### src/rtl/eth_axil_regs_pkg.sv
// Shared register map, response codes and channel FSM states for the Ethernet AXI4-Lite register file.
package eth_axil_regs_pkg;

   // Word index of each register (byte offset >> 2).
   localparam logic [2:0] IDX_CTRL    = 3'd0;
   localparam logic [2:0] IDX_STATUS  = 3'd1;
   localparam logic [2:0] IDX_TX      = 3'd2;
   localparam logic [2:0] IDX_RX      = 3'd3;
   localparam logic [2:0] IDX_SCRATCH = 3'd4;
   localparam logic [2:0] IDX_VERSION = 3'd5;

   localparam logic [1:0] RESP_OKAY   = 2'b00;
   localparam logic [1:0] RESP_SLVERR = 2'b10;

   typedef enum logic {W_IDLE, W_RESP} w_state_t;
   typedef enum logic {R_IDLE, R_DATA} r_state_t;

   function automatic logic [31:0] apply_strb(input logic [31:0] old_val,
                                              input logic [31:0] new_val,
                                              input logic [3:0]  strb);
      logic [31:0] res;
      for (int b = 0; b < 4; b++)
         res[8*b +: 8] = strb[b] ? new_val[8*b +: 8] : old_val[8*b +: 8];
      return res;
   endfunction

endpackage

### src/rtl/eth_axil_regs_if.sv
// AXI4-Lite bus bundle between the PS master port and the Ethernet register file.
interface eth_axil_regs_if #(parameter int ADDR_W = 8);
   logic              awvalid;
   logic              awready;
   logic [ADDR_W-1:0] awaddr;
   logic              wvalid;
   logic              wready;
   logic [31:0]       wdata;
   logic [3:0]        wstrb;
   logic              bvalid;
   logic [1:0]        bresp;
   logic              bready;
   logic              arvalid;
   logic              arready;
   logic [ADDR_W-1:0] araddr;
   logic              rvalid;
   logic [31:0]       rdata;
   logic [1:0]        rresp;
   logic              rready;

   modport master (
      output awvalid, awaddr, wvalid, wdata, wstrb, bready, arvalid, araddr, rready,
      input  awready, wready, bvalid, bresp, arready, rvalid, rdata, rresp
   );

   modport slave (
      input  awvalid, awaddr, wvalid, wdata, wstrb, bready, arvalid, araddr, rready,
      output awready, wready, bvalid, bresp, arready, rvalid, rdata, rresp
   );
endinterface

### src/rtl/eth_axil_regs.sv
// AXI4-Lite register file: CTRL/STATUS/SCRATCH/VERSION plus byte-wide TX/RX mailbox.
// Write commits on the edge AW and W are both available, B next cycle; read data 1 cycle after AR; one outstanding per channel.
module eth_axil_regs
   import eth_axil_regs_pkg::*;
#(
   parameter int          pAddr_Width = 8,
   parameter logic [31:0] pVersion    = 32'h0001_0000
) (
   input  logic           AXI_Clk,
   input  logic           AXI_Rstn,
   eth_axil_regs_if.slave axi,
   output logic [31:0]    Ctrl_Reg,
   input  logic [31:0]    Status_In,
   output logic [7:0]     Tx_Data,
   output logic           Tx_Data_Valid,
   input  logic [7:0]     Rx_Data,
   input  logic           Rx_Data_Valid
);

   w_state_t               w_state, w_state_nxt;
   r_state_t               r_state, r_state_nxt;
   logic                   aw_held, w_held;
   logic [pAddr_Width-1:0] aw_addr_q;
   logic [31:0]            w_data_q;
   logic [3:0]             w_strb_q;
   logic [31:0]            scratch;
   logic [7:0]             rx_byte;
   logic                   rx_full, rx_ovf, rd_is_rx;
   logic                   aw_fire, w_fire, commit, wr_ok;
   logic [pAddr_Width-1:0] wr_addr;
   logic [31:0]            wr_data;
   logic [3:0]             wr_strb;
   logic [2:0]             wr_idx, rd_idx;
   logic                   ar_fire, rx_clr, rd_ok;
   logic [31:0]            rd_data;
   logic                   unused_addr_bits;

   function automatic logic upper_clear(input logic [pAddr_Width-1:0] a);
      return a[pAddr_Width-1:5] == '0;
   endfunction

   // Readies are forced low while reset is asserted, not just after the reset edge.
   assign axi.awready = AXI_Rstn && (w_state == W_IDLE) && !aw_held;
   assign axi.wready  = AXI_Rstn && (w_state == W_IDLE) && !w_held;
   assign axi.bvalid  = (w_state == W_RESP);
   assign axi.arready = AXI_Rstn && (r_state == R_IDLE);
   assign axi.rvalid  = (r_state == R_DATA);

   assign aw_fire = axi.awvalid && axi.awready;
   assign w_fire  = axi.wvalid && axi.wready;
   assign wr_addr = aw_held ? aw_addr_q : axi.awaddr;
   assign wr_data = w_held ? w_data_q : axi.wdata;
   assign wr_strb = w_held ? w_strb_q : axi.wstrb;
   assign wr_idx  = wr_addr[4:2];
   assign commit  = (w_state == W_IDLE) && (aw_held || aw_fire) && (w_held || w_fire);
   assign wr_ok   = upper_clear(wr_addr) &&
                    (wr_idx == IDX_CTRL || wr_idx == IDX_TX || wr_idx == IDX_SCRATCH);

   assign ar_fire = axi.arvalid && axi.arready;
   assign rd_idx  = axi.araddr[4:2];
   assign rx_clr  = axi.rvalid && axi.rready && rd_is_rx;

   assign unused_addr_bits = ^{wr_addr[1:0], axi.araddr[1:0]};

   always_comb begin
      w_state_nxt = w_state;
      case (w_state)
         W_IDLE: if (commit)     w_state_nxt = W_RESP;
         W_RESP: if (axi.bready) w_state_nxt = W_IDLE;
         default:                w_state_nxt = W_IDLE;
      endcase
   end

   always_comb begin
      r_state_nxt = r_state;
      case (r_state)
         R_IDLE: if (ar_fire)    r_state_nxt = R_DATA;
         R_DATA: if (axi.rready) r_state_nxt = R_IDLE;
         default:                r_state_nxt = R_IDLE;
      endcase
   end

   always_comb begin
      rd_data = '0;
      rd_ok   = upper_clear(axi.araddr);
      case (rd_idx)
         IDX_CTRL:    rd_data = Ctrl_Reg;
         IDX_STATUS:  rd_data = Status_In;
         IDX_TX:      rd_data = {24'b0, Tx_Data};
         IDX_RX:      rd_data = {22'b0, rx_ovf, rx_full, rx_byte};
         IDX_SCRATCH: rd_data = scratch;
         IDX_VERSION: rd_data = pVersion;
         default:     rd_ok   = 1'b0;
      endcase
      if (!rd_ok) rd_data = '0;
   end

   always_ff @(posedge AXI_Clk) begin
      if (!AXI_Rstn) begin
         w_state       <= W_IDLE;
         aw_held       <= 1'b0;
         w_held        <= 1'b0;
         aw_addr_q     <= '0;
         w_data_q      <= '0;
         w_strb_q      <= '0;
         axi.bresp     <= RESP_OKAY;
         Ctrl_Reg      <= '0;
         scratch       <= '0;
         Tx_Data       <= '0;
         Tx_Data_Valid <= 1'b0;
      end else begin
         w_state       <= w_state_nxt;
         Tx_Data_Valid <= 1'b0;
         if (commit) begin
            aw_held   <= 1'b0;
            w_held    <= 1'b0;
            axi.bresp <= wr_ok ? RESP_OKAY : RESP_SLVERR;
            if (wr_ok) begin
               case (wr_idx)
                  IDX_CTRL:    Ctrl_Reg <= apply_strb(Ctrl_Reg, wr_data, wr_strb);
                  IDX_SCRATCH: scratch  <= apply_strb(scratch, wr_data, wr_strb);
                  IDX_TX: if (wr_strb[0]) begin
                     Tx_Data       <= wr_data[7:0];
                     Tx_Data_Valid <= 1'b1;
                  end
                  default: ;
               endcase
            end
         end else begin
            if (aw_fire) begin
               aw_held   <= 1'b1;
               aw_addr_q <= axi.awaddr;
            end
            if (w_fire) begin
               w_held   <= 1'b1;
               w_data_q <= axi.wdata;
               w_strb_q <= axi.wstrb;
            end
         end
      end
   end

   // Read data is a snapshot at AR accept; it stays frozen while rvalid waits on rready.
   always_ff @(posedge AXI_Clk) begin
      if (!AXI_Rstn) begin
         r_state   <= R_IDLE;
         axi.rdata <= '0;
         axi.rresp <= RESP_OKAY;
         rd_is_rx  <= 1'b0;
      end else begin
         r_state <= r_state_nxt;
         if (ar_fire) begin
            axi.rdata <= rd_data;
            axi.rresp <= rd_ok ? RESP_OKAY : RESP_SLVERR;
            rd_is_rx  <= rd_ok && (rd_idx == IDX_RX);
         end
      end
   end

   // A byte arriving on the same edge as the clearing read survives with ovf cleared.
   always_ff @(posedge AXI_Clk) begin
      if (!AXI_Rstn) begin
         rx_byte <= '0;
         rx_full <= 1'b0;
         rx_ovf  <= 1'b0;
      end else if (Rx_Data_Valid) begin
         rx_byte <= Rx_Data;
         rx_full <= 1'b1;
         rx_ovf  <= !rx_clr && (rx_ovf || rx_full);
      end else if (rx_clr) begin
         rx_full <= 1'b0;
         rx_ovf  <= 1'b0;
      end
   end

endmodule

### src/flat_wrapper.sv
// flat-port wrapper written by rule: the top's interface ports become plain ports
module eth_axil_regs_flat import eth_axil_regs_pkg::*;
#(
   parameter int          pAddr_Width = 8,
   parameter logic [31:0] pVersion    = 32'h0001_0000
)
  (AXI_Clk, AXI_Rstn, Ctrl_Reg, Status_In, Tx_Data, Tx_Data_Valid, Rx_Data, Rx_Data_Valid, axi_awvalid, axi_awaddr, axi_wvalid, axi_wdata, axi_wstrb, axi_bready, axi_arvalid, axi_araddr, axi_rready, axi_awready, axi_wready, axi_bvalid, axi_bresp, axi_arready, axi_rvalid, axi_rdata, axi_rresp);
  eth_axil_regs_if #(.ADDR_W(8)) axi_i ();
  input  logic AXI_Clk;
  input  logic AXI_Rstn;
  output logic [31:0] Ctrl_Reg;
  input  logic [31:0] Status_In;
  output logic [7:0] Tx_Data;
  output logic Tx_Data_Valid;
  input  logic [7:0] Rx_Data;
  input  logic Rx_Data_Valid;
  input wire logic [$bits(axi_i.awvalid)-1:0] axi_awvalid;
  input wire logic [$bits(axi_i.awaddr)-1:0] axi_awaddr;
  input wire logic [$bits(axi_i.wvalid)-1:0] axi_wvalid;
  input wire logic [$bits(axi_i.wdata)-1:0] axi_wdata;
  input wire logic [$bits(axi_i.wstrb)-1:0] axi_wstrb;
  input wire logic [$bits(axi_i.bready)-1:0] axi_bready;
  input wire logic [$bits(axi_i.arvalid)-1:0] axi_arvalid;
  input wire logic [$bits(axi_i.araddr)-1:0] axi_araddr;
  input wire logic [$bits(axi_i.rready)-1:0] axi_rready;
  output wire logic [$bits(axi_i.awready)-1:0] axi_awready;
  output wire logic [$bits(axi_i.wready)-1:0] axi_wready;
  output wire logic [$bits(axi_i.bvalid)-1:0] axi_bvalid;
  output wire logic [$bits(axi_i.bresp)-1:0] axi_bresp;
  output wire logic [$bits(axi_i.arready)-1:0] axi_arready;
  output wire logic [$bits(axi_i.rvalid)-1:0] axi_rvalid;
  output wire logic [$bits(axi_i.rdata)-1:0] axi_rdata;
  output wire logic [$bits(axi_i.rresp)-1:0] axi_rresp;
  assign axi_i.awvalid = axi_awvalid;
  assign axi_i.awaddr = axi_awaddr;
  assign axi_i.wvalid = axi_wvalid;
  assign axi_i.wdata = axi_wdata;
  assign axi_i.wstrb = axi_wstrb;
  assign axi_i.bready = axi_bready;
  assign axi_i.arvalid = axi_arvalid;
  assign axi_i.araddr = axi_araddr;
  assign axi_i.rready = axi_rready;
  assign axi_awready = axi_i.awready;
  assign axi_wready = axi_i.wready;
  assign axi_bvalid = axi_i.bvalid;
  assign axi_bresp = axi_i.bresp;
  assign axi_arready = axi_i.arready;
  assign axi_rvalid = axi_i.rvalid;
  assign axi_rdata = axi_i.rdata;
  assign axi_rresp = axi_i.rresp;
  eth_axil_regs #(.pAddr_Width(pAddr_Width), .pVersion(pVersion)) u_core (.AXI_Clk(AXI_Clk), .AXI_Rstn(AXI_Rstn), .axi(axi_i), .Ctrl_Reg(Ctrl_Reg), .Status_In(Status_In), .Tx_Data(Tx_Data), .Tx_Data_Valid(Tx_Data_Valid), .Rx_Data(Rx_Data), .Rx_Data_Valid(Rx_Data_Valid));
endmodule
### config.mk
export PLATFORM = sky130hd
export DESIGN_NAME = eth_axil_regs_flat
export DESIGN_NICKNAME = d
export VERILOG_FILES = /design/src/rtl/eth_axil_regs_pkg.sv /design/src/rtl/eth_axil_regs_if.sv /design/src/rtl/eth_axil_regs.sv /design/src/flat_wrapper.sv
export SDC_FILE = /design/constraint.sdc
export NUM_CORES = 1
export LEC_CHECK = 0
export ABC_CLOCK_PERIOD_IN_PS = 2400
export CAP_MARGIN = 10
export CORE_UTILIZATION = 40
export CTS_CLUSTER_SIZE = 24
export DETAILED_ROUTE_END_ITERATION = 12
export PLACE_DENSITY = 0.69
export SYNTH_ARGS = -nofsm -noshare
export SYNTH_HDL_FRONTEND = slang
export SYNTH_SLANG_ARGS = --single-unit
export TNS_END_PERCENT = 5
### constraint.sdc
create_clock -name AXI_Clk -period 2.4 [get_ports AXI_Clk]
set_input_delay 0.36 -clock AXI_Clk [delete_from_list [all_inputs] [get_ports AXI_Clk]]
set_output_delay 0.36 -clock AXI_Clk [all_outputs]
set_load 0.02 [all_outputs]
==> results of run 1 <==
==> synthesized netlist by cell type, types with 2 or more instances <==
cell / count
mux2_1: 12
nor3b_1: 2
o221a_1: 48
dfxtp_1: 164
buf_2: 10
buf_1: 7
nor2_1: 81
clkbuf_1: 37
nor4_4: 9
o32ai_1: 2
o21ai_1: 12
inv_1: 2
o2bb2ai_1: 21
nand2b_1: 5
nor3_1: 3
mux4_2: 7
or2_1: 2
nand3_1: 10
nand2_1: 70
buf_4: 3
a31oi_1: 9
a22oi_1: 22
o22ai_1: 3
a21oi_1: 7
nor2b_1: 8
mux2i_1: 128
==> final cells by class <==
cell class	count	area [sq um]
fillers	1562	7880
clock buffers	19	443
well taps	229	287
inverters	3	11.3
multi-input cells	481	3810
repair buffers	209	2080
clock inverters	12	178
flip-flops and latches	164	3280
==> power by group <==
part           internal (mW)  switching [mW]  leakage, nW
combinational          0.402           0.441         2.28
sequential              2.79          0.0550         1.33
clock                   1.77            1.11        0.304
total                   4.96            1.61         3.91
==> how the worst max path moves through the flow <==
stage,from,to,slack [ns],cells past startpoint
2_1_floorplan,u_core.w_held$_SDFFE_PP0P_,u_core.w_data_q[27]$_SDFFE_PN0P_,0.27,7
3_3_place_gp,axi_araddr[3],u_core.axi.rdata[16]$_SDFFE_PN0P_,0.04,7
3_5_place_dp,axi_araddr[3],u_core.axi.rdata[16]$_SDFFE_PN0P_,0.04,7
4_1_cts,u_core.w_held$_SDFFE_PP0P_,axi_wready,0.19,2
5_1_grt,u_core.w_held$_SDFFE_PP0P_,axi_wready,0.12,2
6_report,u_core.w_held$_SDFFE_PP0P_,axi_wready,0.21,2
==> flip-flops by register name (all words and copies together) (netlist names) <==
name / flops
u_core.aw_addr_q: 6
u_core.axi.rvalid: 1
u_core.w_strb_q: 4
u_core.Tx_Data: 8
u_core.rd_is_rx: 1
u_core.rx_byte: 8
u_core.axi.bresp: 1
u_core.aw_held: 1
u_core.w_data_q: 32
u_core.Tx_Data_Valid: 1
u_core.w_held: 1
u_core.axi.rdata: 32
u_core.scratch: 32
u_core.axi.bvalid: 1
u_core.Ctrl_Reg: 32
u_core.rx_ovf: 1
u_core.rx_full: 1
u_core.axi.rresp: 1
==> through the flow <==
step	total power, mW	setup WS [ns]	std cells	utilization [%]	area [sq um]
2_1_floorplan	3.38	0.267	705	-	7310
6_report	6.57	0.209	1117	56.1	10100
3_5_place_dp	3.74	0.0366	1086	52.7	9470
5_1_grt	6.79	0.116	1117	56.1	10100
4_1_cts	6.60	0.185	1117	56.1	10100
3_3_place_gp	3.73	0.0440	1086	52.7	9470
==> kinds of logic after synthesis <==
group / count (synthesis) / synth area share (%)
AO/OA/AOI/OAI: 136 / 16.4
AND/OR/NAND/NOR: 194 / 13.4
multiplexers: 149 / 21.9
buffers and inverters: 60 / 3.41
flip-flops: 164 / 44.9
other: 1 / 0.0513
==> worst reg2reg max path, cell delays in order, from the launching register on <==
cell and delay [ns]:
dfxtp_2 0.59, buf_12 0.29, mux2i_1 0.52, nor4_4 0.05
buf_4 0.19, o221a_1 0.25
==> layer usage <==
layer | vias up | track usage (%) | routed length (microns)
met5 | - | 0 | 0
met4 | 0 | 9.28 | 529
met1 | 2830 | 31.8 | 9770
li1 | 2955 | - | -
met2 | 181 | 32.0 | 8790
met3 | 29 | 3.64 | 1080
==> out/summary.txt, run 1 <==
status = finished, final reports clean
Ys Warns = 0
CP required = 2.04 ns
final WL = 20200 microns
clk sink count = 164
placed wire-length estimate = 14600 microns
clock root cell = clkbuf_16
crit-path cells = nor3b_1 -> clkdlybuf4s50_1
first-pass GRT wire length = 31200 microns
Post-CTS Setup Bufs = 0
Worst Hold End = u_core.axi.bvalid$_SDFF_PN0_
FP Rows = 49
setup TNS = 0 ns
Final Wtd Congestion = 0.766
DRT Pass-1 Iters = 5
RR Startpoint = u_core.w_held$_SDFFE_PP0P_
P_leak = 3.91 nW
CTS tree = done
Cell Pwr Density = 651 nW/um^2
Crit Path Max Fanout = 14
Starting DRT DRC Count = 371
Cells after Synth = 704
Area Overhead vs Synth = 38.0%
Slew headroom = 28.9%
asr flop ratio synth = 0%
Hold Path Depth = 2
Buf+Inv Stages, Crit Path = 1
area leader, netlist = dfxtp_1
Seq/Total Area, Yosys = 44.9%
Final Hold Vio Count = 0
commonest non-fill, non-tap cell in the layout = clkdlybuf4s50_1
CP max stage cell = clkdlybuf4s50_1
Synth area leaders = dfxtp_1 45%, mux2i_1 18%, o221a_1 7.4%
largest net degree at the start of global routing = 57
maxcap violations = 0
die span in x = 137 microns
Period minus WS final = 2.19 ns
hold slack = 0.292 ns
Port Buffers = 175
unrepaired setup endpoints after global routing = false
Hold Path Origin = AXI_Rstn
Post-Syn Area = 7310 sq um
fin crit share = 91.3%
Hold Path Class = in -> reg
Initial Utilization = 40.7%
clock latency on the worst-skew pair = 0.43 ns
Slew @ Worst Pin = 1.06 ns
crit end category = output pin
mean routed wirelength per cell = 18.1 microns
via/cell ratio = 5.37
overall routing resource usage = 21.9%
Post-synth EDFFs = 0
skew final = 0.00947 ns
reg2reg path depth = 5
post-synth top area share = 44.9%
initial antenna violation count = 0
critical path's top delay family = buffers and inverters
CP max stage delay = 0.65 ns
post-route ant nets = 0
die area = 18800 sq um
vias in the first global route = 5555
Hold-fix buffers, CTS = 0
Main synth FF type = dfxtp_1
DRC violations left = 0
# diodes = 0
fmax = 457 MHz
Arr. time, crit path = 1.83 ns
Setup-failing EPs final = 0
CTS Buf Count = 17
Netlist cell types = 46
Avg Inst Size Synth = 10.4 sq um
Bufs on Longest Clock Path = 2
Max H-tree Level = 4
Post-layout nets = 976
Max Slew Vio Count = 0
Core Box Area = 18000 sq um
IO Count = 182
commonest cells after routing, fill and taps aside = 171 x clkdlybuf4s50_1, 163 x dfxtp_1, 128 x mux2i_1, 81 x nor2_1, 70 x nand2_1
DR vias = 5995
Crit Path Category = reg -> out
Clock transition at path regs = 0.06 ns
Critical Path Source Type = register
grt ovf = 0
reg-to-reg endpoint = u_core.Ctrl_Reg[15]$_SDFFE_PN0P_
reg2reg setup slack = 0.40 ns
post-synthesis register bit count = 164
Max VDD drop = 0.000473 V
CTS-repair resized insts = 0
Chip Height = 137 microns
layout cells sized above 1 = 10.6%
Note: power is estimated with default switching activity, not from simulation.
==> inputs of run 2 (changes only) <==
--- a/config.mk
+++ b/config.mk
@@ -11,6 +11,8 @@
 export CTS_CLUSTER_SIZE = 24
 export DETAILED_ROUTE_END_ITERATION = 12
 export PLACE_DENSITY = 0.69
+export REMOVE_ABC_BUFFERS = 1
+export SETUP_SLACK_MARGIN = 0.02
 export SYNTH_ARGS = -nofsm -noshare
 export SYNTH_HDL_FRONTEND = slang
 export SYNTH_SLANG_ARGS = --single-unit
==> run 2 against run 1 <==
Combinational power hardly changed. Die area unchanged. Routed wire length down 0.82%.
==> out/summary.txt, run 2 (same netlist as run 1, synthesis figures left out) <==
status = finished, final reports clean (unchanged)
Cells after DPL = 1091 (was 1086)
switch share = 23.5% (was 24.5%)
die span in x = 137 microns (unchanged)
fmax = 442 MHz (was 457 MHz)
CP max stage delay = 0.65 ns (about the same)
CTS Buf Count = 17 (unchanged)
Clock transition at path regs = 0.06 ns (about the same)
Max H-tree Level = 4 (unchanged)
crit-path cells = nor3b_1 -> clkdlybuf4s50_1 (unchanged)
Crit Path Max Fanout = 19 (was 14)
commonest non-fill, non-tap cell in the layout = clkdlybuf4s50_1 (unchanged)
Setup WS pre-CTS = 0.0559 ns (was 0.0366 ns)
post-route total power = 6.67 mW (was 6.57 mW)
IO Count = 182 (unchanged)
clock latency on the worst-skew pair = 0.42 ns (was 0.43 ns)
DRT Pass-1 Iters = 4 (was 5)
Hold Path Class = in -> reg (unchanged)
Setup-failing EPs final = 0 (unchanged)
internal power = 5.10 mW (was 4.96 mW)
CTS tree = done (unchanged)
Cell Pwr Density = 657 nW/um^2 (was 651 nW/um^2)
Hold-fix buffers, CTS = 0 (unchanged)
crit end category = output pin (unchanged)
Post-CTS Setup Bufs = 0 (unchanged)
Initial Utilization = 40.7% (unchanged)
sequential share of power = 42.7% (was 43.3%)
die area = 18800 sq um (unchanged)
Arr. time, crit path = 1.90 ns (was 1.83 ns)
fin crit share = 94.2% (was 91.3%)
clk sink count = 164 (unchanged)
# diodes = 0 (unchanged)
via/cell ratio = 5.40 (was 5.37)
setup TNS = 0 ns (unchanged)
CP required = 2.04 ns (about the same)
Port Buffers = 175 (unchanged)
CTS-repair resized insts = 0 (unchanged)
Chip Height = 137 microns (unchanged)
largest net degree at the start of global routing = 54 (was 57)
final WL = 20000 microns (was 20200 microns)
area of the multi-input gates = 3810 sq um (unchanged)
Max Slew Vio Count = 0 (unchanged)
Core Box Area = 18000 sq um (unchanged)
Crit Path Category = reg -> out (unchanged)
critical path's top delay family = buffers and inverters (unchanged)
Buf+Inv Stages, Crit Path = 1 (unchanged)
DR vias = 6064 (was 5995)
Bufs on Longest Clock Path = 2 (unchanged)
maxcap violations = 0 (unchanged)
Post-layout nets = 981 (was 976)
Max VDD drop = 0.000501 V (was 0.000473 V)
overall routing resource usage = 21.7% (was 21.9%)
clock root cell = clkbuf_16 (unchanged)
logic gate share of total power = 12.6% (was 12.8%)
grt ovf = 0 (unchanged)
hold slack = 0.282 ns (was 0.292 ns)
CP max stage cell = clkdlybuf4s50_1 (unchanged)
Fillers = 1580 (was 1562)
commonest cells after routing, fill and taps aside = 172 x clkdlybuf4s50_1, 163 x dfxtp_1, 128 x mux2i_1, 81 x nor2_1, 70 x nand2_1 (was 171 x clkdlybuf4s50_1, 163 x dfxtp_1, 128 x mux2i_1, 81 x nor2_1, 70 x nand2_1)
Final Wtd Congestion = 0.792 (was 0.766)
placed wire-length estimate = 13800 microns (was 14600 microns)
final setup margin = 0.138 ns (was 0.209 ns)
Slew @ Worst Pin = 0.702 ns (was 1.06 ns)
post-route ant nets = 0 (unchanged)
fin cells = 1123 (was 1117)
layout cells sized above 1 = 10.6% (about the same)
DRC violations left = 0 (unchanged)
Starting DRT DRC Count = 296 (was 371)
first-pass GRT wire length = 30900 microns (was 31200 microns)
Final Hold Vio Count = 0 (unchanged)
Psw = 1.57 mW (was 1.61 mW)
FP Rows = 49 (unchanged)
mean routed wirelength per cell = 17.8 microns (was 18.1 microns)
P_leak = 3.93 nW (was 3.91 nW)
clock power share = 44.7% (was 43.9%)
skew final = 0.00746 ns (was 0.00947 ns)
unrepaired setup endpoints after global routing = false (unchanged)
Slew headroom = 53.0% (was 28.9%)
Period minus WS final = 2.26 ns (was 2.19 ns)
register area = 3280 sq um (unchanged)
initial antenna violation count = 0 (unchanged)
Area Overhead vs Synth = 38.9% (was 38.0%)
vias in the first global route = 5752 (was 5555)
Critical Path Source Type = register (unchanged)
## run 2: cell types whose count changed in the layout (fill, tap and decap cells not counted), sizes merged
cell / before / now
clkdlybuf4s50: 171 / 172
inv: 5 / 3
clkinv: 5 / 0
bufinv: 4 / 5
clkinvlp: 1 / 3
clkbuf: 19 / 24
buf: 38 / 42
## run 2: per-layer routing
| metal | track usage (%) | up-vias | share of wire (%) |
|---|---|---|---|
| met5 | 0 | - | 0 |
| met4 | 7.69 | 0 | 1.2 |
| met3 | 3.61 | 20 | 4.2 |
| met2 | 35.4 | 145 | 48 |
| met1 | 28.7 | 2939 | 46 |
| li1 | - | 2960 | - |
## run 2: worst paths after layout
path,cells past startpoint,slack [ns],startpoint,to
worst max-delay path,2,0.14,u_core.w_held$_SDFFE_PP0P_,axi_wready
worst min-delay path,2,0.28,AXI_Rstn,u_core.axi.bvalid$_SDFF_PN0_
worst max register to register,5,0.40,u_core.w_held$_SDFFE_PP0P_,u_core.Tx_Data[6]$_SDFFE_PN0P_
worst min register to register,2,0.44,u_core.axi.rdata[7]$_SDFFE_PN0P_,u_core.axi.rdata[7]$_SDFFE_PN0P_
## run 2: stage by stage
step | area (sq um) | utilization (%)
finish | 10200 | 56.5
global route | 10200 | 56.5
CTS | 10200 | 56.5
detailed placement | 9510 | 52.9
global placement | 9510 | 52.9
floorplan | 7080 | -
## run 2: power by group through the flow
| stage | Sequential, mW | Clock [mW] | Combinational (mW) |
|---|---|---|---|
| floorplan | 2.92 | 0 | 0.414 |
| global route | 2.85 | 3.16 | 0.909 |
| CTS | 2.84 | 3.03 | 0.848 |
| finish | 2.84 | 2.98 | 0.842 |
| detailed placement | 2.90 | 0 | 0.843 |
| global placement | 2.90 | 0 | 0.834 |
## run 2: final cells by class
cell class | instances | share of cell area (%)
clock buffer | 24 | 4.65
clock inverter | 8 | 1.70
inverter | 3 | 0.111
multi-input combinational | 481 | 37.5
sequential | 164 | 32.4
tap | 229 | 2.82
timing repair buffer | 214 | 20.9
## run 2: worst reg2reg max path: stages (launching register included)
cell     delay [ns]
dfxtp_2        0.69
mux2i_1        0.58
nor2_1         0.11
nand4_1        0.12
buf_4          0.23
mux2i_1        0.20
